File: src/rtl/key_event.sv
// Key event detector: press/release pulses, single/double click, long press.
// Define KEY_EVENT_REPEAT_EN to re-pulse long_o every REPEAT_TICKS while held.
module key_event #(
  parameter int TICK_DIV     = 500000,
  parameter int LONG_TICKS   = 100,
  parameter int DCLICK_TICKS = 30,
  parameter int ACTIVE_LOW   = 1
`ifdef KEY_EVENT_REPEAT_EN
  ,
  parameter int REPEAT_TICKS = 20
`endif
) (
  input  logic clk,
  input  logic rst_n,
  input  logic key_i,
  output logic press_o,
  output logic release_o,
  output logic click_o,
  output logic dclick_o,
  output logic long_o,
  output logic held_o
);

  typedef enum logic [2:0] {
    IDLE,
    PRESS1,
    WAIT2,
    PRESS2,
    LONG
  } state_t;

  localparam logic REL = (ACTIVE_LOW != 0);

  logic        sync1;
  logic        sync2;
  logic        lvl;
  logic        lvl_prev;
  logic [1:0]  fill;
  logic        armed;
  logic        rise;
  logic        fall;
  logic [19:0] tick_cnt;
  logic        tick;
  logic [7:0]  cnt;
  logic        clr;
  logic        long_hit;
  logic        dclk_hit;
  state_t      state;
  state_t      state_n;
  logic        press_n;
  logic        release_n;
  logic        click_n;
  logic        dclick_n;
  logic        long_n;

  assign lvl = sync2 ^ REL;

  always_ff @(posedge clk or negedge rst_n) begin
    if (!rst_n) begin
      sync1 <= REL;
      sync2 <= REL;
    end else begin
      sync1 <= key_i;
      sync2 <= sync1;
    end
  end

  // Edges are only honoured once a genuine released level has been seen,
  // so a key held across reset cannot produce a press.
  always_ff @(posedge clk or negedge rst_n) begin
    if (!rst_n) begin
      fill     <= 2'b00;
      armed    <= 1'b0;
      lvl_prev <= 1'b0;
      rise     <= 1'b0;
      fall     <= 1'b0;
      held_o   <= 1'b0;
    end else begin
      fill     <= {fill[0], 1'b1};
      if (fill[1] && !lvl) begin
        armed <= 1'b1;
      end
      lvl_prev <= lvl;
      held_o   <= lvl;
      rise     <= armed & lvl & ~lvl_prev;
      fall     <= armed & ~lvl & lvl_prev;
    end
  end

  assign tick = (tick_cnt == 20'(TICK_DIV - 1));

  always_ff @(posedge clk or negedge rst_n) begin
    if (!rst_n) begin
      tick_cnt <= 20'd0;
    end else if (tick) begin
      tick_cnt <= 20'd0;
    end else begin
      tick_cnt <= tick_cnt + 20'd1;
    end
  end

  always_ff @(posedge clk or negedge rst_n) begin
    if (!rst_n) begin
      cnt <= 8'd0;
    end else if (clr) begin
      cnt <= 8'd0;
    end else if (tick && (cnt != 8'hff)) begin
      cnt <= cnt + 8'd1;
    end
  end

  assign long_hit = (cnt >= 8'(LONG_TICKS));
  assign dclk_hit = (cnt >= 8'(DCLICK_TICKS));

`ifdef KEY_EVENT_REPEAT_EN
  logic rep_hit;
  assign rep_hit = (cnt >= 8'(REPEAT_TICKS));
`endif

  always_comb begin
    state_n   = state;
    clr       = 1'b0;
    press_n   = 1'b0;
    release_n = 1'b0;
    click_n   = 1'b0;
    dclick_n  = 1'b0;
    long_n    = 1'b0;
    unique case (state)
      IDLE: begin
        if (rise) begin
          state_n = PRESS1;
          press_n = 1'b1;
        end
      end
      PRESS1: begin
        if (fall) begin
          state_n   = WAIT2;
          release_n = 1'b1;
        end else if (long_hit) begin
          state_n = LONG;
          long_n  = 1'b1;
        end
      end
      WAIT2: begin
        if (rise) begin
          state_n = PRESS2;
          press_n = 1'b1;
        end else if (dclk_hit) begin
          state_n = IDLE;
          click_n = 1'b1;
        end
      end
      PRESS2: begin
        if (fall) begin
          state_n   = IDLE;
          release_n = 1'b1;
          dclick_n  = 1'b1;
        end else if (long_hit) begin
          state_n = LONG;
          long_n  = 1'b1;
        end
      end
      LONG: begin
        if (fall) begin
          state_n   = IDLE;
          release_n = 1'b1;
        end
`ifdef KEY_EVENT_REPEAT_EN
        else if (rep_hit) begin
          long_n = 1'b1;
          clr    = 1'b1;
        end
`endif
      end
      default: begin
        state_n = IDLE;
      end
    endcase
    if (state_n != state) begin
      clr = 1'b1;
    end
  end

  always_ff @(posedge clk or negedge rst_n) begin
    if (!rst_n) begin
      state     <= IDLE;
      press_o   <= 1'b0;
      release_o <= 1'b0;
      click_o   <= 1'b0;
      dclick_o  <= 1'b0;
      long_o    <= 1'b0;
    end else begin
      state     <= state_n;
      press_o   <= press_n;
      release_o <= release_n;
      click_o   <= click_n;
      dclick_o  <= dclick_n;
      long_o    <= long_n;
    end
  end

endmodule

File: config.mk
export PLATFORM = sky130hd
export DESIGN_NAME = key_event
export DESIGN_NICKNAME = d
export VERILOG_FILES = /design/src/rtl/key_event.sv
export SDC_FILE = /design/constraint.sdc
export NUM_CORES = 1
export LEC_CHECK = 0
export ABC_AREA = 0
export BUFFER_PORTS_ARGS = -buffer_cell sky130_fd_sc_hd__buf_2
export CAP_MARGIN = 20
export CORE_MARGIN = 2
export CORE_UTILIZATION = 41
export CTS_BUF_LIST = sky130_fd_sc_hd__clkbuf_16
export DETAILED_ROUTE_END_ITERATION = 7
export PLACE_DENSITY = 0.56
export RECOVER_POWER = 50
export SLEW_MARGIN = 20
export SYNTH_ARGS = -nofsm -noshare
export SYNTH_HDL_FRONTEND = slang
export SYNTH_SLANG_ARGS = --single-unit
File: constraint.sdc
create_clock -name clk -period 1.65 [get_ports clk]
set_input_delay 0.165 -clock clk [delete_from_list [all_inputs] [get_ports clk]]
set_output_delay 0.165 -clock clk [all_outputs]
set_load 0.1 [all_outputs]
==> impl_metrics.json <==
{
  "max_freq_mhz": 588,
  "crit_path_top_delay_cell": "or4_4",
  "design_area_sq_um": 3030,
  "period_share_pct": 103,
  "grt_usage_pct": 20.4,
  "drtAntennaViolNets": 0,
  "peakVddDrop_mv": 0.556,
  "p_int_mw": 1.87,
  "grt_setup_unrepaired": "yes",
  "drc_errors": 0,
  "rows": 25,
  "p_leak_nw": 1.37,
  "final_max_slew_viol_count": 0,
  "crit_required_ns": 1.86,
  "worst-path-buf-inv": 3,
  "drv_cap": 0,
  "setup_ws_ns": -0.0507,
  "relSlewSlack_pct": 25.6,
  "antenna_found_initial": 0,
  "final_util_pct": 62.9,
  "dp_hpwl_microns": 3510,
  "switching_power_mw": 0.706,
  "outcome": "complete, but fails checks",
  "p_comb_share_pct": 19.2,
  "path_clk_slew_ns": 0.06,
  "grt_max_degree": 28,
  "cts_tree": "yes",
  "crit_start": "cnt[3]$_DFFE_PN0P_",
  "nNetsFinal": 284,
  "cts.path.max_buffers": 2,
  "hold_path_class": "reg2reg",
  "rr_startpoint": "cnt[3]$_DFFE_PN0P_",
  "cp-endpoint": "cnt[7]$_DFFE_PN0P_",
  "ys_seq_area_share_pct": 53.2,
  "syn_inst": 201,
  "hold_start": "fill[0]$_DFF_PN0_",
  "synthDistinctLibCells": 48,
  "htree_levels": 2,
  "globalplace.congestion": 0.863,
  "worst-path-stages": 7,
  "drive_above_1_share_pct": 39.1,
  "grt_pass1_wl_microns": 8710,
  "netlist.top_cell.by_area": "dfrtp_1",
  "die_x_microns": 75.2,
  "dieArea_sq_um": 5650,
  "cp_common_cell": "buf_4",
  "most-common-layout-cells": "buf_4, dfrtp_1, nor2_1, inv_1, nand3_1",
  "post_dp_cell_area_sq_um": 2560,
  "die_y_microns": 75.2,
  "synth.yosys.warnings": 0,
  "hold_viol": 0,
  "wl_per_cell_microns": 14.6,
  "violations": "setup timing",
  "worstPathCellList": "buf_4, nand3_2, buf_6, o211ai_1, buf_4, or4_4, a21oi_2",
  "rrSetupSlack_ns": -0.05,
  "pin_count": 9,
  "worstSetupPathType": "reg2reg",
  "vias_per_cell": 5.31,
  "clockRootBuffer": "clkbuf_16",
  "port_buffers": 8,
  "slowest_delay_ns": 0.48,
  "final_common_cell": "buf_4",
  "endpoint_kind": "flop",
  "cts_sinks": 44,
  "synth_edf_count": 0,
  "area_delta_synth_final_pct": 46.1,
  "multiInputGateArea_sq_um": 1100,
  "drt-initial-drc-count": 86,
  "finalSetupViolCount": 6,
  "core_sq_um": 4820,
  "n_fill_cell": 394,
  "firstDrtPassIters": 4,
  "critPathTopFamily": "simple AND/OR/NAND/NOR gates",
  "num_antenna_cells": 0,
  "clkPwrFrac_pct": 36.3,
  "seqCellArea_sq_um": 1100,
  "fin_crit_ns": 1.70,
  "p_per_area_nw_per_um2": 848,
  "r2r_cells": 7,
  "yosys_register_bits": 44,
  "netlist_area_sq_um": 2080,
  "p_seq_share_pct": 44.5,
  "critPathLaunchType": "flop",
  "synthFlopType": "dfrtp_1",
  "syn_nets": 207,
  "worstSkewPairLatency_ns": 0.28,
  "synth.area.top_cells": "dfrtp_1, xnor2_1, nand3_1",
  "initial_core_util_pct": 43.1,
  "worstPathArrival_ns": 1.91,
  "worstPathMaxFanout": 5,
  "async_flop_share_pct": 100,
  "netSwitchingFraction_pct": 27.4,
  "wl_microns": 5070,
  "skew_ns": 0.00751,
  "routed-via-count": 1838,
  "synth.top_cell.area_share_pct": 50.6,
  "reg2reg_to": "cnt[7]$_DFFE_PN0P_",
  "worst_pin_slew_ns": 1.12,
  "gr-total-overflow": 0,
  "first_global_vias": 1939,
  "syn_area_per_cell_sq_um": 10.3,
  "cts_buffers": 5
}
[kinds of logic after synthesis]
| kind of cell | synth area share (%) |
|---|---|
| multiplexers | 0.482 |
| AND/OR/NAND/NOR | 24.7 |
| buffers and inverters | 2.59 |
| XOR/XNOR | 6.33 |
| adder cells (fa/ha/maj) | 1.81 |
| AO/OA/AOI/OAI | 10.7 |
| flip-flops | 53.2 |
| other | 0.181 |
[power groups by stage]
stage          clock network, mW  logic (mW)  registers, mW
4_1_cts                    0.961       0.480           1.14
2_1_floorplan                  0       0.153           1.24
3_5_place_dp                   0       0.394           1.17
5_1_grt                     1.02       0.529           1.15
3_3_place_gp                   0       0.383           1.17
6_report                   0.934       0.494           1.14
[Yosys cell counts, types with 4 or more instances]
master   instances
dfrtp_1         42
nor2_1          16
nand3_1         12
inv_1           11
nand2_1         10
nand4_1          9
xnor2_1          9
nor3_1           8
a21oi_1          7
nor4_1           6
o21ai_0          6
xor2_1           6
or3_1            5
or4_1            4
[worst register-to-register path, cell delays in order (launching register included)]
cell,delay [ns]
dfrtp_1,0.42
buf_4,0.15
nand3_2,0.09
buf_6,0.11
o211ai_1,0.10
buf_4,0.16
or4_4,0.48
a21oi_2,0.12
[area by class of cell]
type | count | area share [%]
clock buffers | 5 | 4.13
clock inverters | 3 | 0.537
flip-flops and latches | 44 | 36.4
repair buffers | 73 | 18.6
multi-input cells | 143 | 36.2
inverters | 11 | 1.36
well taps | 67 | 2.77
[what timing repair did]
item	in CTS	in global routing
gates resized for setup	19	20
buffers inserted	14	1
hold buffers	2	0
hold endpoints to repair	18	0
endpoints found under the setup margin	8	21
pin swaps	17	9
[layer usage]
metal | GRT usage, % | vias up | wire [microns]
li1 | - | 886 | -
met1 | 24.7 | 901 | 2210
met2 | 34.5 | 35 | 2570
met3 | 4.95 | 16 | 141
met4 | 9.16 | 0 | 138
met5 | 0 | - | 0
[state kept, by name, summed over array words and instances, names as in the netlist]
name       count
dclick_o       1
click_o        1
long_o         1
fall           1
tick_cnt      20
rise           1
cnt            8
state          3
release_o      1
sync2          1
sync1          1
lvl_prev       1
press_o        1
armed          1
fill           2
[stage by stage]
step	setup WS (ns)	total power, mW	TNS, ns	hold slack (ns)	std cells
final	-0.0507	2.57	-0.163	0.360	346
after detailed placement	-0.108	1.56	-0.615	0.132	321
after CTS	-0.0479	2.58	-0.194	0.359	345
after floorplan	0.00645	1.39	0	-0.131	201
after global placement	-0.0768	1.55	-0.260	0.127	321
after global routing	-0.111	2.69	-0.646	0.373	346
[worst min path at each step]
stage,depth (start not counted),slack [ns],to
2_1_floorplan,0,-0.13,armed$_DFFE_PN0P_
3_3_place_gp,1,0.13,state[1]$_DFF_PN0_
3_5_place_dp,1,0.13,state[1]$_DFF_PN0_
4_1_cts,2,0.36,state[1]$_DFF_PN0_
5_1_grt,0,0.37,sync2$_DFF_PN1_
6_report,0,0.36,fill[1]$_DFF_PN0_
(Power assumes the default switching activity.)
